==> config.mk <==
export PLATFORM = sky130hd
export DESIGN_NAME = rope_controller
export DESIGN_NICKNAME = d
export VERILOG_FILES = /design/src/rtl/rope_controller.sv
export SDC_FILE = /design/constraint.sdc
export NUM_CORES = 1
export LEC_CHECK = 0
export ABC_AREA = 1
export BUFFER_PORTS_ARGS = -buffer_cell sky130_fd_sc_hd__buf_2
export CAP_MARGIN = 20
export CORE_MARGIN = 8
export CORE_UTILIZATION = 50
export DETAILED_ROUTE_END_ITERATION = 10
export PLACE_DENSITY = 0.75
export SLEW_MARGIN = 5
export SYNTH_ARGS = -nofsm -noshare
export SYNTH_HDL_FRONTEND = slang
export SYNTH_SLANG_ARGS = --single-unit
export TNS_END_PERCENT = 100
==> constraint.sdc <==
create_clock -name clk -period 3.7 [get_ports clk]
set_clock_uncertainty 0.05 [all_clocks]
set_input_delay 0.74 -clock clk [delete_from_list [all_inputs] [get_ports clk]]
set_output_delay 0.74 -clock clk [all_outputs]
set_load 0.02 [all_outputs]
==> src/rtl/rope_controller.sv <==
// rope_controller: turns a fire press into a rope growing one step per frame, ends on ceiling or ball hit, then cools down
`timescale 1ns/1ps
module rope_controller #(
    parameter int CEILING_Y       = 32,
    parameter int FLOOR_Y         = 440,
    parameter int GROW_STEP       = 8,
    parameter int PLAYER_OFFSET_X = 12,
    parameter int COOLDOWN_FRAMES = 4
) (
    input  logic        clk,
    input  logic        reset,
    input  logic        startOfFrame,
    input  logic        fireButton,
    input  logic [10:0] playerX,
    input  logic        ropeHitBall,
    output logic [10:0] topLeftX,
    output logic [10:0] topLeftY,
    output logic [10:0] ropeHeight,
    output logic        ropeActive,
    output logic        ropeDone,
    output logic        doneByHit
);
    typedef enum logic [1:0] {IDLE, PENDING, EXTEND, COOLDOWN} state_t;
    localparam logic [10:0] CEIL  = 11'(CEILING_Y);
    localparam logic [10:0] FLOOR = 11'(FLOOR_Y);
    localparam logic [10:0] STEP  = 11'(GROW_STEP);
    localparam logic [10:0] OFFS  = 11'(PLAYER_OFFSET_X);
    localparam logic [7:0]  CD    = 8'(COOLDOWN_FRAMES);

    state_t             state, state_n;
    logic               fire_d, fire_edge, hit_latch, hit_latch_n, hit_now;
    logic               done_n, by_hit_n;
    logic [7:0]         cnt, cnt_n;
    logic [10:0]        x_n, y_n, h_n, y_grow;
    logic signed [11:0] y_sub;

    // one step up from the current top, clamped at the ceiling without wrapping
    assign y_sub   = $signed({1'b0, topLeftY}) - $signed({1'b0, STEP});
    assign y_grow  = (y_sub < $signed({1'b0, CEIL})) ? CEIL : y_sub[10:0];
    assign hit_now = hit_latch | ropeHitBall;

    // next state and next register values for the shot sequence
    always_comb begin
        state_n     = state;
        x_n         = topLeftX;
        y_n         = topLeftY;
        h_n         = ropeHeight;
        cnt_n       = cnt;
        hit_latch_n = hit_latch;
        done_n      = 1'b0;
        by_hit_n    = doneByHit;
        case (state)
            IDLE: state_n = fire_edge ? PENDING : IDLE;
            PENDING: if (startOfFrame) begin
                state_n     = EXTEND;
                x_n         = playerX + OFFS;
                y_n         = FLOOR - STEP;
                h_n         = STEP;
                hit_latch_n = 1'b0;
            end
            EXTEND: begin
                hit_latch_n = hit_now;
                if (startOfFrame) begin
                    if (hit_now || topLeftY == CEIL) begin
                        state_n  = COOLDOWN;
                        done_n   = 1'b1;
                        by_hit_n = hit_now;
                        y_n      = FLOOR;
                        h_n      = '0;
                        cnt_n    = CD;
                    end else begin
                        y_n = y_grow;
                        h_n = FLOOR - y_grow;
                    end
                end
            end
            COOLDOWN: if (startOfFrame) begin
                cnt_n   = cnt - 8'd1;
                state_n = (cnt <= 8'd1) ? IDLE : COOLDOWN;
            end
            default: state_n = IDLE;
        endcase
    end

    // registered state, datapath and outputs; fire edge detected with one cycle of delay
    always_ff @(posedge clk) begin
        if (reset) begin
            state      <= IDLE;
            fire_d     <= 1'b0;
            fire_edge  <= 1'b0;
            hit_latch  <= 1'b0;
            cnt        <= '0;
            topLeftX   <= '0;
            topLeftY   <= FLOOR;
            ropeHeight <= '0;
            ropeActive <= 1'b0;
            ropeDone   <= 1'b0;
            doneByHit  <= 1'b0;
        end else begin
            state      <= state_n;
            fire_d     <= fireButton;
            fire_edge  <= fireButton & ~fire_d;
            hit_latch  <= hit_latch_n;
            cnt        <= cnt_n;
            topLeftX   <= x_n;
            topLeftY   <= y_n;
            ropeHeight <= h_n;
            ropeActive <= (state_n == EXTEND);
            ropeDone   <= done_n;
            doneByHit  <= by_hit_n;
        end
    end
endmodule
==> run_results.csv, run 1 <==
group,metric,value,unit
logic_synthesis,synth_flop_cell,"dfxtp_1",
route,drc,0,
placed_design,io_buffer_count,51,
floorplan,fp-row-count,26,
logic_synthesis,synth.cell_area,2550,um^2
route,drt.antenna.violating_nets,0,
grt,grt_start_max_net_pins,27,
finish,fin_cells,478,
logic_synthesis,synth_xor_area_frac,0.0309,
floorplan,core_area,5010,um^2
clock_tree,cts_tree,"yes",
floorplan,start_util,0.508,
critical_path,crit_type,"reg2reg",
outcome,status,"complete, no violations",
placed_design,placed_cells,470,
logic_synthesis,synth_nets,379,
finish,final_common_cell,"nand2_1",
finish,layout_common_cells,"58 x nand2_1, 51 x buf_2, 48 x inv_1, 48 x dfxtp_1, 33 x nor2_1",
finish,nFillCells,504,
grt,grtUsageTotal,0.161,
power_and_ir_drop,irDropWorstVdd,268,uV
power_and_ir_drop,seq_power_share,0.403,
power_and_ir_drop,power,1.68,mW
sta,hold_violations,0,
grt,globalRouteOverflowTotal,0,
logic_synthesis,synth_fa_ha_area_frac,0.0246,
sta,slew_headroom,0.675,
critical_path,cpMostUsedCell,"nand2_1",
critical_path,endpoint_kind,"flop",
floorplan,fp.dieH,87.4,um
job,drv_cap,0,
logic_synthesis,avgSynthCellArea,7.12,um^2
floorplan,io_pins,52,
logic_synthesis,muxShareOfSynthArea,0,
route,dr.pass1.iters,5,
route,via_per_inst,5.11,
route,wirelength,6000,um
placed_design,dpl.hpwl,4720,um
route,wire_per_inst,12.6,um
critical_path,cp_slowest_cell,"dfxtp_1",
logic_synthesis,synthSimpleGateAreaFrac,0.292,
floorplan,die_area,7640,um^2
grt,grt_pass1_vias,2287,
critical_path,path_cells,"inv_2 -> ha_1 -> xnor2_1 -> nand2_1 -> nor2_1 -> nand2_2 -> nor2_4 -> nor2_8 -> nand2_1 -> ha_1 -> nand2_2 -> nand3_2 -> nand2_1 -> nand3_1 -> nand3_1 -> nand2_1 -> inv_1",
logic_synthesis,seq_area_frac_synth,0.377,
critical_path,worstPathArrival,2.68,ns
route,vias,2441,
clock_tree,clockBufferDepth,2,
route,initialDrtViolationCount,115,
clock_tree,cts_root_buf,"clkbuf_8",
clock_tree,cts_resized,0,
finish,n_antenna_cell,0,
power_and_ir_drop,clkPwrFrac,0.191,
clock_tree,hold_buffers,0,
critical_path,startpoint_type,"flop",
logic_synthesis,ys_types,41,
logic_synthesis,yosysWarnings,0,
clock_tree,htree_num_levels,2,
placed_design,gp_congestion,0.905,
logic_synthesis,synth_edf_count,0,
logic_synthesis,synth_top_family_by_area,"simple AND/OR/NAND/NOR gates",
finish,area_delta_synth_final,15.5,%
power_and_ir_drop,p_leak,1.39,nW
sta,max_slew.worst_pin.slew,0.487,ns
finish,nets,428,
sta,post-route-period-util,0.681,
clock_tree,cts.sinks,48,
sta,setup_violations,0,
clock_tree,clk_latency,0.30,ns
finish,layout-drive-gt1-share,0.235,
power_and_ir_drop,p_per_area,569,nW/um^2
critical_path,critical-path-max-stage-delay,0.41,ns
logic_synthesis,synthArstFlopShare,0,
sta,drv_slew,0,
sta,rsz0062_at_grt,"no",
logic_synthesis,syn_inst,358,
floorplan,die_w,87.4,um
power_and_ir_drop,p_sw_frac,0.424,
sta,max_clock_freq,0.397,GHz
worst_hold_path,hold_class,"reg2reg",
clock_tree,cts_made_buffers,5,
clock_tree,cts_setup_buffers,0,
logic_synthesis,ys_ff_latch,48,
power_and_ir_drop,power.internal,0.964,mW
sta,period_needed,2.52,ns
grt,antenna_found_initial,0,
power_and_ir_drop,p_comb_frac,0.405,
critical_path,crit_required,3.86,ns
grt,grt_pass1_wl,9930,um
power_and_ir_drop,switchingPower,0.711,mW
clock_tree,clk_pin_slew,0.09,ns
sta,fin_setup_tns,0,ns
logic_synthesis,synth-compound-area-share,0.174,
critical_path,cp_max_fo,10,
==> layer usage <==
| layer | track usage | part of all wire |
|---|---|---|
| met4 | 0.0422 | 0.0092 |
| met5 | 0 | 0 |
| met3 | 0.0453 | 0.071 |
| met1 | 0.187 | 0.43 |
| met2 | 0.281 | 0.49 |
==> cell usage after synthesis (3+ instances only) <==
master | n | area (um^2)
o21ai_1 | 3 | 15.0
xor2_1 | 5 | 43.8
nand3_1 | 23 | 115
nor2_4 | 4 | 45.0
a31oi_1 | 3 | 18.8
clkbuf_1 | 7 | 26.3
xnor2_1 | 4 | 35.0
inv_1 | 48 | 180
ha_1 | 5 | 62.6
nor2_1 | 33 | 124
nor3_1 | 11 | 55.1
nand2_1 | 58 | 218
a21oi_2 | 3 | 26.3
inv_2 | 9 | 33.8
o21bai_1 | 4 | 30.0
o211ai_1 | 7 | 52.6
a21oi_1 | 26 | 130
dfxtp_1 | 48 | 961
o21ai_0 | 21 | 105
nand4_1 | 3 | 18.8
nand2_2 | 11 | 68.8
==> layout make-up <==
type | count | area [um^2] | share of cell area
well taps | 70 | 87.6 | 0.0298
clock buffers | 5 | 68.8 | 0.0234
inverters | 58 | 219 | 0.0744
clock inverters | 3 | 22.5 | 0.00765
multi-input cells | 243 | 1330 | 0.452
repair buffers | 51 | 255 | 0.0867
flip-flops and latches | 48 | 961 | 0.327
==> power groups by stage <==
stage	registers [mW]	clock network [mW]	logic [mW]
after detailed placement	0.687	0	0.678
after global routing	0.687	0.346	0.766
final	0.676	0.320	0.679
after CTS	0.676	0.327	0.681
after floorplan	0.744	0	0.447
after global placement	0.686	0	0.666
==> registers in the layout (all words and copies together) (netlist names) <==
signal / flops
topLeftY: 11
ropeActive: 1
hit_latch: 1
ropeDone: 1
fire_edge: 1
cnt: 8
state: 2
topLeftX: 11
ropeHeight: 10
doneByHit: 1
fire_d: 1
==> kinds of logic (layout without fill, tap and decap cells) <==
kind of cell	Yosys count	count (layout)
AO/OA/AOI/OAI	75	75
adder cells (fa/ha/maj)	5	5
flip-flops	48	48
buffers and inverters	67	117
AND/OR/NAND/NOR	154	154
XOR/XNOR	9	9
==> path summary, 6_finish.rpt <==
kind | start | end | slack (ns) | depth (start not counted)
min reg2reg | fire_d | fire_edge | 0.34 | 1
min | fire_d | fire_edge | 0.34 | 1
max reg2reg | topLeftY[3] | ropeHeight[10] | 1.18 | 17
max | topLeftY[3] | ropeHeight[10] | 1.18 | 17
==> critical path, delay by kind of cell (launching register included) <==
| family | cells | cell delay (ns) |
|---|---|---|
| flops | 1 | 0.41 |
| buf+inv | 2 | 0.16 |
| xor+xnor | 1 | 0.27 |
| simple gates | 12 | 1.10 |
| fa+ha+maj | 2 | 0.44 |
==> through the flow <==
stage	instance area [um^2]	hold slack [ns]	setup slack, ns	utilization
5_1_grt	2940	0.364	0.932	0.587
3_5_place_dp	2850	0.332	1.20	0.569
2_1_floorplan	2550	0.323	1.31	-
4_1_cts	2940	0.346	1.17	0.587
3_3_place_gp	2850	0.327	1.19	0.569
6_report	2940	0.342	1.18	0.587
No activity file was read; power rests on OpenSTA's default activity.
==> run 2, diff against run 1 <==
- clock period: 3.7 -> 2.4 ns (I/O delays scaled with it)
==> run_results.csv, run 2 (synthesis results as in run 1) <==
group,metric,value,unit
critical_path,worstPathArrival,2.38,ns
outcome,status,"complete, no violations",
clock_tree,htree_num_levels,2,
grt,grt_start_max_net_pins,17,
power_and_ir_drop,irDropWorstVdd,463,uV
grt,grt_pass1_vias,2436,
finish,layout-drive-gt1-share,0.259,
grt,grtUsageMet1,0.208,
clock_tree,cts_root_buf,"clkbuf_8",
placed_design,gp_congestion,0.930,
floorplan,die_w,87.4,um
sta,period_needed,2.22,ns
sta,slew_headroom,0.663,
sta,rsz0062_at_grt,"no",
route,wire_per_inst,13.2,um
route,drc,0,
clock_tree,clk_pin_slew,0.09,ns
critical_path,cpMostUsedCell,"nand2_1",
grt,use_met3,0.0415,
clock_tree,cts.sinks,48,
sta,setup_violations,0,
job,drv_cap,0,
finish,n_antenna_cell,0,
clock_tree,hold_buffers,0,
finish,register_area,961,um^2
finish,top_regs,"topLeftX (11), topLeftY (11), ropeHeight (10)",
grt,grt_pass1_wl,10800,um
placed_design,io_buffer_count,51,
critical_path,startpoint_type,"flop",
critical_path,path_cells,"inv_1 -> ha_4 -> nand3_1 -> o21ai_1 -> nand2_1 -> nand2_2 -> nor2_4 -> nor2_8 -> nand2_1 -> ha_2 -> nand2_2 -> nand3_2 -> nand2_1 -> nand2_1 -> nand2_1 -> nand3_1 -> nand2_1 -> inv_1",
sta,fin_ws,0.182,ns
finish,nets,437,
sta,fin_setup_tns,0,ns
finish,multi_input_area,1350,um^2
route,wirelength,6450,um
sta,drv_slew,0,
route,initialDrtViolationCount,195,
clock_tree,cts_made_buffers,5,
power_and_ir_drop,p_per_area,882,nW/um^2
floorplan,start_util,0.508,
finish,nFillCells,509,
critical_path,crit_type,"reg2reg",
finish,layout_common_cells,"58 x nand2_1, 51 x buf_2, 48 x inv_1, 48 x dfxtp_1, 32 x nor2_1",
sta,max_clock_freq,0.451,GHz
floorplan,io_pins,52,
grt,top_usage_layer,"met2",
clock_tree,cts_tree,"yes",
critical_path,critical-path-max-stage-delay,0.31,ns
power_and_ir_drop,p_leak,1.43,nW
worst_hold_path,hold_class,"in2reg",
grt,grtUsageTotal,0.178,
critical_path,cp_slowest_cell,"dfxtp_1",
critical_path,cp_max_fo,6,
grt,use_met2,0.298,
critical_path,endpoint_kind,"flop",
route,vias,2488,
sta,hold_violations,0,
floorplan,fp.dieH,87.4,um
floorplan,die_area,7640,um^2
grt,antenna_found_initial,0,
clock_tree,clk_latency,0.30,ns
grt,globalRouteOverflowTotal,0,
clock_tree,clockBufferDepth,2,
floorplan,fp-row-count,26,
sta,max_slew.worst_pin.slew,0.504,ns
route,drt.antenna.violating_nets,0,
floorplan,core_area,5010,um^2
finish,area_delta_synth_final,19.3,%
finish,final_common_cell,"nand2_1",
route,dr.pass1.iters,4,
sta,post-route-period-util,0.924,
placed_design,dp_slack,0.0520,ns
placed_design,dpl.hpwl,4990,um
critical_path,crit_required,2.56,ns
route,via_per_inst,5.11,
-- run 2: cell count changes in the layout (fill, tap and decap cells not counted), sizes merged --
cell	delta
inv	-1
clkinvlp	+1
clkinv	-2
clkbuf	+2
buf	+9
-- run 2: worst paths after layout --
path / start / to / slack, ns / depth (start not counted)
max: topLeftY[4] / ropeHeight[10] / 0.18 / 18
min: playerX[2] / topLeftX[2] / 0.32 / 2
max reg2reg: topLeftY[4] / ropeHeight[10] / 0.18 / 18
min reg2reg: fire_d / fire_edge / 0.35 / 1
-- run 2: timing repair --
| action | 4_1_cts | 5_1_grt |
|---|---|---|
| setup buffers | 0 | 2 |
| resized for setup | 0 | 5 |
| setup endpoints to repair | 0 | 4 |
-- run 2: stage by stage --
step / cell area, um^2 / power [mW] / hold WS (ns) / cells / util
after floorplan: 2550 / 1.84 / 0.323 / 358 / -
after global placement: 2900 / 2.15 / 0.326 / 477 / 0.580
after detailed placement: 2900 / 2.17 / 0.336 / 477 / 0.580
after CTS: 3000 / 2.67 / 0.314 / 485 / 0.598
after global routing: 3040 / 2.89 / 0.320 / 487 / 0.606
final: 3040 / 2.68 / 0.320 / 487 / 0.606
-- run 2: cell type report --
cell class,instances,share of cell area
multi-input combinational,243,0.446
sequential,48,0.316
tap,70,0.0288
clock buffer,7,0.0284
clock inverter,1,0.00247
inverter,58,0.0721
timing repair buffer,60,0.106
-- run 2: worst max-delay path: cells and delay by family, from the launching register on --
kind	cells	cell delay, ns
AOI/OAI and AO/OA	1	0.14
adders and majority gates	2	0.37
buffers and inverters	2	0.16
DFF	1	0.31
and+or+nand+nor	13	1.09
-- run 2: metal layers --
layer,routed length [um],part of all wire,vias up
met1,2880,0.45,1128
met2,3050,0.47,67
met5,0,0,-
met3,348,0.054,15
li1,-,-,1278
met4,170,0.026,0
-- run 2: power breakdown --
part	total, mW	internal [mW]	switching (mW)
registers	1.03	0.929	0.103
clock network	0.502	0.234	0.268
logic	1.14	0.402	0.743
total	2.68	1.57	1.11
